**config.mk**
```make
export PLATFORM = sky130hd
export DESIGN_NAME = pipelined_adder_flat
export DESIGN_NICKNAME = d
export VERILOG_FILES = /design/src/rtl/pipelined_adder_if.sv /design/src/rtl/pipelined_adder.sv /design/src/flat_wrapper.sv
export SDC_FILE = /design/constraint.sdc
export NUM_CORES = 1
export LEC_CHECK = 0
export ABC_AREA = 1
export CAP_MARGIN = 20
export CORE_MARGIN = 1.5
export CORE_UTILIZATION = 45
export DETAILED_ROUTE_END_ITERATION = 16
export PLACE_DENSITY_LB_ADDON = 0.2
export SLEW_MARGIN = 25
export SYNTH_ARGS = -nofsm -noshare
export SYNTH_HDL_FRONTEND = slang
export SYNTH_SLANG_ARGS = --single-unit
```
**constraint.sdc**
```tcl
create_clock -name clk -period 4.7 [get_ports clk]
set_input_delay 0.94 -clock clk [delete_from_list [all_inputs] [get_ports clk]]
set_output_delay 0.94 -clock clk [all_outputs]
set_load 0.01 [all_outputs]
```
**src/rtl/pipelined_adder_if.sv**
```systemverilog
`default_nettype none
// ============================================================================
// Module      : pipelined_adder_if
// Description : Operand/result handshake bundle for pipelined_adder.
//               Operand channel : in_valid, in_ready, a, b, cin, sub
//               Result channel  : out_valid, out_ready, sum, cout (+ ovf)
//               Modport "slave" is the adder side, "master" the client side.
//               ovf exists only when ADDER_OVF_EN is defined.
// Revision    : 1.0 - initial release
// ============================================================================
interface pipelined_adder_if #(
  parameter int WIDTH = 16
);
  logic             in_valid;
  logic             in_ready;
  logic [WIDTH-1:0] a;
  logic [WIDTH-1:0] b;
  logic             cin;
  logic             sub;
  logic             out_valid;
  logic             out_ready;
  logic [WIDTH-1:0] sum;
  logic             cout;
`ifdef ADDER_OVF_EN
  logic             ovf;

  modport slave  (input  in_valid, a, b, cin, sub, out_ready,
                  output in_ready, out_valid, sum, cout, ovf);
  modport master (output in_valid, a, b, cin, sub, out_ready,
                  input  in_ready, out_valid, sum, cout, ovf);
`else
  modport slave  (input  in_valid, a, b, cin, sub, out_ready,
                  output in_ready, out_valid, sum, cout);
  modport master (output in_valid, a, b, cin, sub, out_ready,
                  input  in_ready, out_valid, sum, cout);
`endif
endinterface
`default_nettype wire

```
**src/rtl/pipelined_adder.sv**
```systemverilog
`default_nettype none
// ============================================================================
// Module      : pipelined_adder
// Description : WIDTH-bit adder/subtractor, carry chain split into STAGES
//               chunks with one chunk resolved per register stage. Each stage
//               has its own valid bit; ready ripples back combinationally so
//               bubbles collapse under backpressure.
// Ports       : clk   - rising-edge clock
//               rst_n - asynchronous active-low reset
//               bus   - pipelined_adder_if.slave (operand + result channels)
// Option      : ADDER_OVF_EN - adds registered signed-overflow output bus.ovf
// Revision    : 1.0 - initial release
// ============================================================================
module pipelined_adder #(
  parameter int WIDTH  = 16,
  parameter int STAGES = 4
) (
  input  logic                 clk,
  input  logic                 rst_n,
  pipelined_adder_if.slave     bus
);
  localparam int CHUNK = WIDTH / STAGES;
  localparam int LAST  = STAGES - 1;

  // Per-stage registers: full operand copies travel with the beat; s_q holds
  // the sum chunks resolved so far, c_q the carry out of this stage's chunk.
  logic [STAGES-1:0] v_q, v_d;
  logic [STAGES-1:0] c_q, c_d;
  logic [WIDTH-1:0]  a_q [STAGES];
  logic [WIDTH-1:0]  a_d [STAGES];
  logic [WIDTH-1:0]  b_q [STAGES];
  logic [WIDTH-1:0]  b_d [STAGES];
  logic [WIDTH-1:0]  s_q [STAGES];
  logic [WIDTH-1:0]  s_d [STAGES];

  // Stage inputs (from the operand port for stage 0, else from stage k-1)
  logic [WIDTH-1:0]  a_src [STAGES];
  logic [WIDTH-1:0]  b_src [STAGES];
  logic [WIDTH-1:0]  s_src [STAGES];
  logic [WIDTH-1:0]  s_new [STAGES];
  logic [CHUNK:0]    chunk_sum [STAGES];
  logic [STAGES-1:0] c_src;
  logic [STAGES-1:0] v_src;
  logic [STAGES-1:0] rdy;
  logic [STAGES-1:0] load;

  // A stage is ready when it, or anything downstream of it, is empty, or
  // the consumer takes the result. Closed form of r[k] = !v[k] | r[k+1].
  genvar gk;
  generate
    for (gk = 0; gk < STAGES; gk++) begin : g_ready
      assign rdy[gk] = bus.out_ready | ~(&v_q[STAGES-1:gk]);
    end
  endgenerate

  always_comb begin
    // Subtraction is A + ~B + ~borrow_in.
    a_src[0] = bus.a;
    b_src[0] = bus.sub ? ~bus.b : bus.b;
    c_src[0] = bus.cin ^ bus.sub;
    s_src[0] = '0;
    v_src[0] = bus.in_valid;
    for (int k = 1; k < STAGES; k++) begin
      a_src[k] = a_q[k-1];
      b_src[k] = b_q[k-1];
      c_src[k] = c_q[k-1];
      s_src[k] = s_q[k-1];
      v_src[k] = v_q[k-1];
    end

    for (int k = 0; k < STAGES; k++) begin
      chunk_sum[k] = {1'b0, a_src[k][k*CHUNK +: CHUNK]}
                   + {1'b0, b_src[k][k*CHUNK +: CHUNK]}
                   + {{CHUNK{1'b0}}, c_src[k]};
      s_new[k] = s_src[k];
      s_new[k][k*CHUNK +: CHUNK] = chunk_sum[k][CHUNK-1:0];

      // Valid follows upstream whenever the stage is ready; data is only
      // captured for real beats so idle outputs stay quiet.
      load[k] = rdy[k] & v_src[k];
      v_d[k]  = rdy[k] ? v_src[k] : v_q[k];
      a_d[k]  = load[k] ? a_src[k]           : a_q[k];
      b_d[k]  = load[k] ? b_src[k]           : b_q[k];
      s_d[k]  = load[k] ? s_new[k]           : s_q[k];
      c_d[k]  = load[k] ? chunk_sum[k][CHUNK] : c_q[k];
    end
  end

  always_ff @(posedge clk or negedge rst_n) begin
    if (!rst_n) begin
      v_q <= '0;
      c_q <= '0;
      for (int k = 0; k < STAGES; k++) begin
        a_q[k] <= '0;
        b_q[k] <= '0;
        s_q[k] <= '0;
      end
    end else begin
      v_q <= v_d;
      c_q <= c_d;
      for (int k = 0; k < STAGES; k++) begin
        a_q[k] <= a_d[k];
        b_q[k] <= b_d[k];
        s_q[k] <= s_d[k];
      end
    end
  end

`ifdef ADDER_OVF_EN
  logic ovf_q, ovf_d;
  logic msb_carry;

  // Carry into the MSB recovered from the MSB's own operand and sum bits.
  always_comb begin
    msb_carry = a_src[LAST][WIDTH-1] ^ b_src[LAST][WIDTH-1] ^ s_new[LAST][WIDTH-1];
    ovf_d     = load[LAST] ? (msb_carry ^ chunk_sum[LAST][CHUNK]) : ovf_q;
  end

  always_ff @(posedge clk or negedge rst_n) begin
    if (!rst_n) begin
      ovf_q <= 1'b0;
    end else begin
      ovf_q <= ovf_d;
    end
  end

  assign bus.ovf = ovf_q;
`endif

  assign bus.in_ready  = rdy[0];
  assign bus.out_valid = v_q[LAST];
  assign bus.sum       = s_q[LAST];
  assign bus.cout      = c_q[LAST];

endmodule
`default_nettype wire

```
**src/flat_wrapper.sv**
```systemverilog
// flat-port wrapper written by rule: the top's interface ports become plain ports
module pipelined_adder_flat 
#(
  parameter int WIDTH  = 16,
  parameter int STAGES = 4
)
  (clk, rst_n, bus_in_valid, bus_a, bus_b, bus_cin, bus_sub, bus_out_ready, bus_in_ready, bus_out_valid, bus_sum, bus_cout);
  pipelined_adder_if #(.WIDTH(WIDTH)) bus_i ();
  input  logic clk;
  input  logic rst_n;
  input wire logic [$bits(bus_i.in_valid)-1:0] bus_in_valid;
  input wire logic [$bits(bus_i.a)-1:0] bus_a;
  input wire logic [$bits(bus_i.b)-1:0] bus_b;
  input wire logic [$bits(bus_i.cin)-1:0] bus_cin;
  input wire logic [$bits(bus_i.sub)-1:0] bus_sub;
  input wire logic [$bits(bus_i.out_ready)-1:0] bus_out_ready;
  output wire logic [$bits(bus_i.in_ready)-1:0] bus_in_ready;
  output wire logic [$bits(bus_i.out_valid)-1:0] bus_out_valid;
  output wire logic [$bits(bus_i.sum)-1:0] bus_sum;
  output wire logic [$bits(bus_i.cout)-1:0] bus_cout;
  assign bus_i.in_valid = bus_in_valid;
  assign bus_i.a = bus_a;
  assign bus_i.b = bus_b;
  assign bus_i.cin = bus_cin;
  assign bus_i.sub = bus_sub;
  assign bus_i.out_ready = bus_out_ready;
  assign bus_in_ready = bus_i.in_ready;
  assign bus_out_valid = bus_i.out_valid;
  assign bus_sum = bus_i.sum;
  assign bus_cout = bus_i.cout;
  pipelined_adder #(.WIDTH(WIDTH), .STAGES(STAGES)) u_core (.clk(clk), .rst_n(rst_n), .bus(bus_i));
endmodule
```
==> tab_implementation.tex, run 1 <==
\begin{tabular}{lr}
\hline
Metric & Value \\
\hline
\multicolumn{2}{l}{\textbf{Status}} \\
\quad Status & complete, no violations \\
\multicolumn{2}{l}{\textbf{Hold path}} \\
\quad Count of cells along the worst hold path & 2 \\
\quad Path class of the lowest-slack min-delay path & reg -> reg \\
\multicolumn{2}{l}{\textbf{Floorplan}} \\
\quad Die Area & 10310 um2 \\
\quad Number of cell rows & 35 \\
\quad Overall die width & 101.5 um \\
\quad Number of primary I/O pins & 57 \\
\quad Placeable core region & 9328 um2 \\
\quad Vert. Die Dim & 101.5 um \\
\quad Effective utilization at floorplan & 46.84\% \\
\multicolumn{2}{l}{\textbf{Drt}} \\
\quad Vias & 3037 \\
\quad Starting DRC count in detailed routing & 134 \\
\quad First-pass detailed-route iteration total & 5 \\
\quad Number of vias per cell after detailed routing & 4.588 \\
\quad Wire length after detailed routing & 7681 um \\
\quad Post-detailed-route count of antenna-violating nets & 0 \\
\quad DRC violation count after routing & 0 \\
\quad Average wire per cell in the routed design & 11.60 um \\
\multicolumn{2}{l}{\textbf{STA}} \\
\quad Setup repair after global routing missed its margin & no \\
\quad Tmin final & 3.162 ns \\
\quad Period Utilization, post-route & 67.27\% \\
\quad Measured slew at the worst slew-check pin & 0.9181 ns \\
\quad Clock skew & 0.01132 ns \\
\quad Count of endpoints failing setup in the final report & 0 \\
\quad Max Slew Vio Count & 0 \\
\quad Number of endpoints with negative hold slack in the final report & 0 \\
\quad Fmax & 316.3 MHz \\
\quad Max-slew headroom & 38.65\% \\
\quad Final TNS setup & 0 ns \\
\multicolumn{2}{l}{\textbf{Global routing}} \\
\quad Vias in the first global route & 3014 \\
\quad Total routing usage reported by global routing & 16.98\% \\
\quad Pin count of the biggest net entering global routing & 70 \\
\quad Overflow left after global routing & 0 \\
\quad First-pass GRT wire length & 13770 um \\
\quad Number of antenna violations at the first check in global routing & 0 \\
\multicolumn{2}{l}{\textbf{Synthesis}} \\
\quad Unique cell type count in the Yosys netlist & 25 \\
\quad Main synth FF type & sky130\_fd\_sc\_hd\_\_dfrtp\_1 \\
\quad Number of synthesized register bits & 96 \\
\quad YS warnings & 0 \\
\quad Area share of the largest cell type after synthesis & 54.98\% \\
\quad Portion of the post-synthesis area used by sequential elements & 54.98\% \\
\quad Avg Synthesized Cell Area & 9.179 um2 \\
\quad Area contributors post-synth & sky130\_fd\_sc\_hd\_\_dfrtp\_1, sky130\_fd\_sc\_hd\_\_nand2\_1, sky130\_fd\_sc\_hd\_\_o21ai\_0, sky130\_fd\_sc\_hd\_\_fa\_1, sky130\_fd\_sc\_hd\_\_ha\_1 \\
\quad Share of flip-flops with an asynchronous set or reset after synthesis & 100.0\% \\
\quad Post-Syn Nets & 534 \\
\quad Count of flip-flops with a built-in enable after synthesis & 0 \\
\quad Synthesized area & 4369 um2 \\
\quad Synthesized instance count & 476 \\
\quad Synth top cells by count & sky130\_fd\_sc\_hd\_\_nand2\_1, sky130\_fd\_sc\_hd\_\_dfrtp\_1, sky130\_fd\_sc\_hd\_\_o21ai\_0, sky130\_fd\_sc\_hd\_\_inv\_1, sky130\_fd\_sc\_hd\_\_nand3\_1 \\
\quad Biggest area consumer among synthesized cells & sky130\_fd\_sc\_hd\_\_dfrtp\_1 \\
\quad Most used standard cell by instance count after synthesis & sky130\_fd\_sc\_hd\_\_nand2\_1 \\
\multicolumn{2}{l}{\textbf{Layout}} \\
\quad Cell area after layout & 5215 um2 \\
\quad Filler Cell Count & 872 \\
\quad Final layout net count & 586 \\
\quad Antenna cell count & 0 \\
\quad Fraction of layout instances using a drive strength above 1 & 5.629\% \\
\quad Synthesis-to-finish area growth & 19.36\% \\
\multicolumn{2}{l}{\textbf{Pwr}} \\
\quad Max rail drop VDD & 0.0001968 V \\
\quad P per Cell Area & 507.8 nW/um2 \\
\quad P\_leak & 2.571 nW \\
\multicolumn{2}{l}{\textbf{Clock tree}} \\
\quad Number of sinks handled by clock tree synthesis & 96 \\
\quad Number of clock buffers inserted by TritonCTS & 9 \\
\quad CTS tree & done \\
\quad H-tree depth & 3 \\
\quad Latest clock arrival within the worst-skew pair & 0.35 ns \\
\quad Number of resized instances in the post-cts repair step & 0 \\
\quad Reg clk slew, reported paths & 0.09 ns \\
\quad Root cell of the clock tree & sky130\_fd\_sc\_hd\_\_clkbuf\_8 \\
\quad Number of setup buffers added after CTS & 0 \\
\quad Number of buffers inserted for hold repair after clock tree synthesis & 0 \\
\quad Longest Clk Path Bufs & 2 \\
\multicolumn{2}{l}{\textbf{Worst setup path}} \\
\quad Required time worst endpoint & 3.76 ns \\
\quad WP buf/inv & 3 \\
\quad Cell count of the worst reg-to-reg path & 4 \\
\quad Gate family responsible for the most delay along the worst path & buffers and inverters \\
\quad Crit path cell chain & clkdlybuf4s50\_1 > inv\_1 > nand2\_4 > clkdlybuf4s50\_1 \\
\quad Slowest-stage cell, CP & sky130\_fd\_sc\_hd\_\_clkdlybuf4s50\_1 \\
\quad CP Capture Type & output pin \\
\quad Critical Setup Path Class & in -> out \\
\quad Critical path peak fanout & 3 \\
\quad Peak per-stage delay on the critical path & 0.54 ns \\
\quad Worst setup SP type & input pin \\
\quad Data arrival, critical path & 2.22 ns \\
\quad Most repeated library cell on the critical path & sky130\_fd\_sc\_hd\_\_clkdlybuf4s50\_1 \\
\quad Levels on crit path & 4 \\
\multicolumn{2}{l}{\textbf{Placement}} \\
\quad Instance area after placement & 4986 um2 \\
\quad Count of input and output buffers & 56 \\
\quad Post-DP HPWL & 5413 um \\
\quad GP Congestion & 0.8525 \\
\multicolumn{2}{l}{\textbf{Job}} \\
\quad Max-cap violations & 0 \\
\hline
\end{tabular}
[flip-flops by register name, indices dropped and copies added (netlist names)]
signal and count:
u_core.b_q 24, u_core.bus.sum 16, u_core.c_q 4, u_core.v_q 4, u_core.a_q 24, u_core.s_new 24
[layout make-up]
type	instances	area, um2	area share (%)
multi-input combinational	327	1710	32.80
inverter	35	131.4	2.519
clock buffer	10	137.6	2.639
clock inverter	6	91.34	1.751
tap	129	161.4	3.095
timing repair buffer	59	580.6	11.13
sequential	96	2402	46.07
[worst paths after layout]
kind,from,end,slack (ns)
worst min-delay path,u_core.b_q[56],u_core.b_q[40],0.48
max in group asynchronous,rst_n,u_core.s_new[4],3.12
worst max-delay path,bus_out_ready,bus_in_ready,1.54
worst min register to register,u_core.b_q[56],u_core.b_q[40],0.48
worst max register to register,u_core.b_q[28],u_core.bus.sum[14],3.01
min in group asynchronous,rst_n,u_core.a_q[61],0.70
[report_power, final]
group          switching, mW  internal, mW  total (mW)
clock network          0.276         0.316       0.592
registers              0.146          1.09        1.23
logic                  0.441         0.381       0.822
total                  0.863          1.79        2.65
[layout by cell type, fill, tap and decap left out, drive strengths merged]
cell type	netlist	layout
ha	12	12
nand3	16	16
clkbuf	2	10
a21oi	8	8
fa	8	8
xor2	6	6
dfrtp	96	96
clkdlybuf4s50	0	55
nor2	10	10
nand3b	1	1
xnor2	14	14
or2	1	1
buf	16	4
o21ai	51	51
nand2	200	200
clkinvlp	0	3
inv	35	36
bufinv	0	2
[metal layers]
layer  vias up  global-route usage (%)  part of all wire (%)
met4         0                   6.303                  0.81
met5         -                       0                     0
met3         4                   3.313                   3.5
li1       1590                       -                     -
met1      1374                   23.41                    50
met2        69                   26.77                    46
[metrics by stage]
stage / cells / util [%] / power [mW] / hold WS (ns) / worst slack (ns)
after global placement: 646 / 53.45 / 2.047 / 0.4543 / 1.563
after global routing: 662 / 55.91 / 2.875 / 0.4967 / 1.478
after floorplan: 476 / - / 1.760 / 0.4422 / 2.135
final: 662 / 55.91 / 2.648 / 0.4780 / 1.538
after detailed placement: 646 / 53.45 / 2.077 / 0.4558 / 1.530
after CTS: 662 / 55.91 / 2.685 / 0.4802 / 1.524
[worst register-to-register path: stages (launching register included)]
cell and delay (ns):
sky130_fd_sc_hd__dfrtp_1 0.41, sky130_fd_sc_hd__fa_1 0.47, sky130_fd_sc_hd__fa_1 0.42, sky130_fd_sc_hd__xnor2_1 0.17, sky130_fd_sc_hd__o21ai_0 0.09
[cells by family (layout without fill, tap and decap cells)]
kind of cell	Yosys count	in the layout	synth area share, %
buffers and inverters	53	110	5.927
and+or+nand+nor	228	228	20.96
AOI/OAI and AO/OA	59	59	7.016
DFF	96	96	54.98
xor gates and xnor gates	20	20	4.009
adders and majority gates	20	20	7.102
Power figures use the tool's default switching activity.
==> inputs of run 2 (changes only) <==
==> constraint.sdc (replaced) <==
create_clock -name clk -period 2.9 [get_ports clk]
set_input_delay 0.58 -clock clk [delete_from_list [all_inputs] [get_ports clk]]
set_output_delay 0.58 -clock clk [all_outputs]
set_load 0.01 [all_outputs]
==> run 2 against run 1 <==
Via count is 1.9% higher. Sequential power rose by 63%. Worst hold slack got worse by 0.26 ns. Clock power is 41% higher. Non-clock buffer count grew 3. Critical path depth is the same. Register-to-register slack got worse by 1.8 ns. Core utilization decreased by 0.067 points. Die area stayed put. Sequential cell count is the same. Power grew 58%. Combinational power rose by 63%. Critical path type unchanged. Critical endpoint unchanged.
==> tab_implementation.tex, run 2 (synthesis results as in run 1) <==
\begin{tabular}{lr}
\hline
Metric & Value \\
\hline
\multicolumn{2}{l}{\textbf{Worst setup path}} \\
\quad Critical path peak fanout & 3 \\
\quad Flop-to-flop setup slack & 1.20 ns \\
\quad Critical Path End & bus\_in\_ready \\
\quad Critical Setup Path Class & in -> out \\
\quad Cell count of the worst reg-to-reg path & 4 \\
\quad Reg2reg end & u\_core.bus.sum[14] \\
\quad Required time worst endpoint & 2.32 ns \\
\quad Origin of the critical flop-to-flop path & u\_core.b\_q[28] \\
\quad Worst setup path start & bus\_out\_ready \\
\quad CP Capture Type & output pin \\
\quad Data arrival, critical path & 1.86 ns \\
\quad Worst setup SP type & input pin \\
\multicolumn{2}{l}{\textbf{Clock tree}} \\
\quad CTS tree & done \\
\quad Number of buffers inserted for hold repair after clock tree synthesis & 0 \\
\quad Number of resized instances in the post-cts repair step & 0 \\
\quad Number of clock buffers inserted by TritonCTS & 9 \\
\quad Reg clk slew, reported paths & 0.08 ns \\
\quad H-tree depth & 3 \\
\quad Longest Clk Path Bufs & 2 \\
\quad Latest clock arrival within the worst-skew pair & 0.35 ns \\
\quad Number of setup buffers added after CTS & 0 \\
\quad Number of sinks handled by clock tree synthesis & 96 \\
\quad Root cell of the clock tree & sky130\_fd\_sc\_hd\_\_clkbuf\_8 \\
\multicolumn{2}{l}{\textbf{Floorplan}} \\
\quad Number of cell rows & 35 \\
\quad Number of primary I/O pins & 57 \\
\quad Vert. Die Dim & 101.5 um \\
\quad Die Area & 10310 um2 \\
\quad Overall die width & 101.5 um \\
\quad Placeable core region & 9328 um2 \\
\quad Effective utilization at floorplan & 46.84\% \\
\multicolumn{2}{l}{\textbf{Placement}} \\
\quad Instance area after placement & 5021 um2 \\
\quad Count of input and output buffers & 56 \\
\quad Post-DP HPWL & 5574 um \\
\quad Post-placement worst setup slack & 0.3780 ns \\
\quad GP Congestion & 0.8178 \\
\quad Placed cells & 649 \\
\multicolumn{2}{l}{\textbf{Global routing}} \\
\quad Total routing usage reported by global routing & 16.69\% \\
\quad Number of antenna violations at the first check in global routing & 0 \\
\quad Vias in the first global route & 2841 \\
\quad Overflow left after global routing & 0 \\
\quad First-pass GRT wire length & 13430 um \\
\quad Pin count of the biggest net entering global routing & 53 \\
\multicolumn{2}{l}{\textbf{Drt}} \\
\quad Starting DRC count in detailed routing & 110 \\
\quad Wire length after detailed routing & 7700 um \\
\quad DRC violation count after routing & 0 \\
\quad Number of vias per cell after detailed routing & 4.663 \\
\quad Average wire per cell in the routed design & 11.60 um \\
\quad Vias & 3096 \\
\quad Post-detailed-route count of antenna-violating nets & 0 \\
\quad First-pass detailed-route iteration total & 6 \\
\multicolumn{2}{l}{\textbf{Job}} \\
\quad Max-cap violations & 0 \\
\multicolumn{2}{l}{\textbf{Layout}} \\
\quad Leading cell type in the layout, fill and taps excluded & sky130\_fd\_sc\_hd\_\_nand2\_1 \\
\quad Antenna cell count & 0 \\
\quad Filler Cell Count & 858 \\
\quad Cell Count, Final, Fillers Out & 664 \\
\quad Cell area after layout & 5209 um2 \\
\quad Final layout net count & 589 \\
\quad Synthesis-to-finish area growth & 19.22\% \\
\quad End-of-flow core utilization & 55.84\% \\
\quad Fraction of layout instances using a drive strength above 1 & 5.607\% \\
\quad Most frequent cells in the layout & sky130\_fd\_sc\_hd\_\_nand2\_1, sky130\_fd\_sc\_hd\_\_dfrtp\_1, sky130\_fd\_sc\_hd\_\_clkdlybuf4s50\_1 \\
\multicolumn{2}{l}{\textbf{STA}} \\
\quad Measured slew at the worst slew-check pin & 0.5726 ns \\
\quad Final setup slack of the worst path & 0.4625 ns \\
\quad Clock skew & 0.008384 ns \\
\quad Period Utilization, post-route & 84.05\% \\
\quad Worst slack on hold paths & 0.2188 ns \\
\quad Max Slew Vio Count & 0 \\
\quad Tmin final & 2.438 ns \\
\quad Max-slew headroom & 61.83\% \\
\quad Number of endpoints with negative hold slack in the final report & 0 \\
\quad Setup repair after global routing missed its margin & no \\
\quad Fmax & 410.3 MHz \\
\quad Count of endpoints failing setup in the final report & 0 \\
\quad Final TNS setup & 0 ns \\
\multicolumn{2}{l}{\textbf{Pwr}} \\
\quad P per Cell Area & 801.9 nW/um2 \\
\quad Pwr Total & 4.177 mW \\
\quad P\_leak & 2.577 nW \\
\quad Max rail drop VDD & 0.0002918 V \\
\multicolumn{2}{l}{\textbf{Status}} \\
\quad Status & complete, no violations \\
\multicolumn{2}{l}{\textbf{Hold path}} \\
\quad Path class of the lowest-slack min-delay path & in -> async \\
\hline
\end{tabular}
==> run 2: metal layers <==
layer  global-route usage, %  up-vias  wire length [um]
met5                       0        -                 0
met4                   6.731        0               127
met3                   2.553       12               225
met2                   24.51       59              3274
met1                   24.88     1433              4074
li1                        -     1592                 -
==> run 2: layout make-up <==
cell class                 count  area, um2  share of cell area (%)
timing repair buffer          62      615.6                   11.82
tap                          129      161.4                   3.099
clock buffer                  12      145.1                   2.786
multi-input combinational    327       1710                   32.84
clock inverter                 3      42.54                  0.8167
inverter                      35      131.4                   2.522
sequential                    96       2402                   46.12
==> run 2: worst min path at each step <==
stage                         start            endpoint  slack [ns]
finish                        rst_n  u_core.bus.sum[14]        0.22
global placement    u_core.s_new[1]   u_core.bus.sum[1]        0.45
floorplan                     rst_n      u_core.a_q[28]        0.28
global route                  rst_n  u_core.bus.sum[14]        0.26
detailed placement   u_core.b_q[59]      u_core.b_q[43]        0.45
CTS                           rst_n  u_core.bus.sum[14]        0.23
==> run 2: power by group <==
group | leakage (nW) | internal, mW | switching, mW | total (mW)
logic | 1.29 | 0.630 | 0.712 | 1.34
registers | 1.19 | 1.76 | 0.236 | 2.00
clock network | 0.0925 | 0.417 | 0.417 | 0.834
total | 2.58 | 2.81 | 1.37 | 4.18
==> run 2: worst max-delay path: stages <==
cell and delay (ns):
sky130_fd_sc_hd__clkdlybuf4s50_1 0.51, sky130_fd_sc_hd__inv_1 0.11, sky130_fd_sc_hd__nand2_4 0.11, sky130_fd_sc_hd__clkdlybuf4s50_1 0.54
==> inputs of run 3 (changes only) <==
==> constraint.sdc (replaced) <==
create_clock -name clk -period 2.4 [get_ports clk]
set_input_delay 0.48 -clock clk [delete_from_list [all_inputs] [get_ports clk]]
set_output_delay 0.48 -clock clk [all_outputs]
set_load 0.01 [all_outputs]
==> run 3 against run 2 <==
Power up 25%. Die area did not move. Sequential cell count is the same. Clock power is 38% higher. Cell count rose by 0.60%. Register-to-register slack lost 0.50 ns. Worst setup slack got worse by 0.29 ns. Sequential share of layout area down 0.48 points. Critical endpoint unchanged.
==> tab_implementation.tex, run 3 (synthesis results as in run 1) <==
\begin{tabular}{lr}
\hline
Metric & Value \\
\hline
\multicolumn{2}{l}{\textbf{Drt}} \\
\quad Starting DRC count in detailed routing & 103 \\
\quad Number of vias per cell after detailed routing & 4.597 \\
\quad Post-detailed-route count of antenna-violating nets & 0 \\
\quad DRC violation count after routing & 0 \\
\quad First-pass detailed-route iteration total & 4 \\
\quad Average wire per cell in the routed design & 11.65 um \\
\quad Wire length after detailed routing & 7781 um \\
\quad Vias & 3071 \\
\multicolumn{2}{l}{\textbf{STA}} \\
\quad Max-slew headroom & 47.14\% \\
\quad Fmax & 448.3 MHz \\
\quad Measured slew at the worst slew-check pin & 0.7929 ns \\
\quad Tmin final & 2.231 ns \\
\quad Period Utilization, post-route & 92.94\% \\
\quad Number of endpoints with negative hold slack in the final report & 0 \\
\quad Max Slew Vio Count & 0 \\
\quad Clock skew & 0.008168 ns \\
\quad Setup repair after global routing missed its margin & no \\
\quad Count of endpoints failing setup in the final report & 0 \\
\multicolumn{2}{l}{\textbf{Clock tree}} \\
\quad Latest clock arrival within the worst-skew pair & 0.36 ns \\
\quad H-tree depth & 3 \\
\quad Number of buffers inserted for hold repair after clock tree synthesis & 0 \\
\quad Number of clock buffers inserted by TritonCTS & 9 \\
\quad Number of resized instances in the post-cts repair step & 0 \\
\quad CTS tree & done \\
\quad Number of sinks handled by clock tree synthesis & 96 \\
\quad Reg clk slew, reported paths & 0.09 ns \\
\quad Longest Clk Path Bufs & 2 \\
\quad Number of setup buffers added after CTS & 0 \\
\quad Root cell of the clock tree & sky130\_fd\_sc\_hd\_\_clkbuf\_8 \\
\multicolumn{2}{l}{\textbf{Layout}} \\
\quad Total area of multi-input combinational cells & 1710 um2 \\
\quad Leading cell type in the layout, fill and taps excluded & sky130\_fd\_sc\_hd\_\_nand2\_1 \\
\quad Flip-flop and latch area & 2402 um2 \\
\quad Antenna cell count & 0 \\
\quad Fraction of layout instances using a drive strength above 1 & 6.494\% \\
\quad Final layout net count & 592 \\
\quad Filler Cell Count & 881 \\
\quad Synthesis-to-finish area growth & 20.48\% \\
\quad Most frequent cells in the layout & sky130\_fd\_sc\_hd\_\_nand2\_1, sky130\_fd\_sc\_hd\_\_dfrtp\_1, sky130\_fd\_sc\_hd\_\_clkdlybuf4s50\_1 \\
\quad End-of-flow core utilization & 56.43\% \\
\quad Cell Count, Final, Fillers Out & 668 \\
\multicolumn{2}{l}{\textbf{Floorplan}} \\
\quad Placeable core region & 9328 um2 \\
\quad Overall die width & 101.5 um \\
\quad Number of cell rows & 35 \\
\quad Effective utilization at floorplan & 46.84\% \\
\quad Vert. Die Dim & 101.5 um \\
\quad Die Area & 10310 um2 \\
\quad Number of primary I/O pins & 57 \\
\multicolumn{2}{l}{\textbf{Pwr}} \\
\quad P per Cell Area & 988.1 nW/um2 \\
\quad Max rail drop VDD & 0.0003804 V \\
\quad Pwr Total & 5.201 mW \\
\quad P\_leak & 2.602 nW \\
\multicolumn{2}{l}{\textbf{Worst setup path}} \\
\quad Worst setup SP type & input pin \\
\quad CP Capture Type & output pin \\
\quad Critical Setup Path Class & in -> out \\
\quad Worst setup path start & bus\_out\_ready \\
\quad Required time worst endpoint & 1.92 ns \\
\quad Data arrival, critical path & 1.75 ns \\
\quad Critical path peak fanout & 3 \\
\quad Origin of the critical flop-to-flop path & u\_core.b\_q[28] \\
\multicolumn{2}{l}{\textbf{Global routing}} \\
\quad Vias in the first global route & 3021 \\
\quad Pin count of the biggest net entering global routing & 64 \\
\quad First-pass GRT wire length & 13810 um \\
\quad Number of antenna violations at the first check in global routing & 0 \\
\quad Total routing usage reported by global routing & 17.09\% \\
\quad Overflow left after global routing & 0 \\
\multicolumn{2}{l}{\textbf{Status}} \\
\quad Status & complete, no violations \\
\multicolumn{2}{l}{\textbf{Placement}} \\
\quad Post-DP HPWL & 5591 um \\
\quad Placed cells & 652 \\
\quad GP Congestion & 0.8261 \\
\quad Count of input and output buffers & 56 \\
\multicolumn{2}{l}{\textbf{Hold path}} \\
\quad Path class of the lowest-slack min-delay path & in -> async \\
\multicolumn{2}{l}{\textbf{Job}} \\
\quad Max-cap violations & 0 \\
\hline
\end{tabular}
## run 3: metal layers
metal,wire length [um],vias up,GRT usage [%]
met5,0,-,0
met4,101,0,6.090
met3,313,8,3.520
met2,3414,69,26.67
met1,3952,1399,23.79
li1,-,1595,-
## run 3: metrics by stage
stage	hold WS [ns]	area, um2	setup TNS (ns)	setup slack (ns)
after detailed placement	0.4528	5044	-0.04541	-0.04541
after global routing	0.2407	5264	0	0.09583
final	0.2025	5264	0	0.1694
after CTS	0.2184	5264	0	0.1621
after global placement	0.4520	5044	0	0.04952
after floorplan	0.1844	4369	0	0.2947
## run 3: area by class of cell
class                           instances  area share [%]
Inverter                               35           2.496
Sequential cell                        96           45.64
Multi-Input combinational cell        327           32.49
Clock inverter                          6           1.759
Clock buffer                           10           2.425
Timing Repair Buffer                   65           12.12
Tap cell                              129           3.066
## run 3: path summary, 6_finish.rpt
kind	slack (ns)	depth (start not counted)	to
worst max-delay path	0.17	4	bus_in_ready
worst min-delay path	0.20	1	u_core.c_q[3]
worst max register to register	0.70	6	u_core.c_q[3]
worst min register to register	0.47	2	u_core.bus.sum[1]
max in group asynchronous	1.58	2	u_core.c_q[0]
min in group clk	0.47	2	u_core.bus.sum[1]
## run 3: critical path, stage by stage
cell and delay [ns]:
sky130_fd_sc_hd__clkdlybuf4s50_1 0.50, sky130_fd_sc_hd__inv_1 0.11, sky130_fd_sc_hd__nand2_4 0.12, sky130_fd_sc_hd__clkdlybuf4s50_1 0.54
## run 3: power by group
group / total, mW / internal [mW] / leakage [nW] / switching [mW]
clock: 1.15 / 0.593 / 0.103 / 0.557
combinational: 1.64 / 0.766 / 1.31 / 0.869
sequential: 2.42 / 2.13 / 1.19 / 0.285
total: 5.20 / 3.49 / 2.60 / 1.71
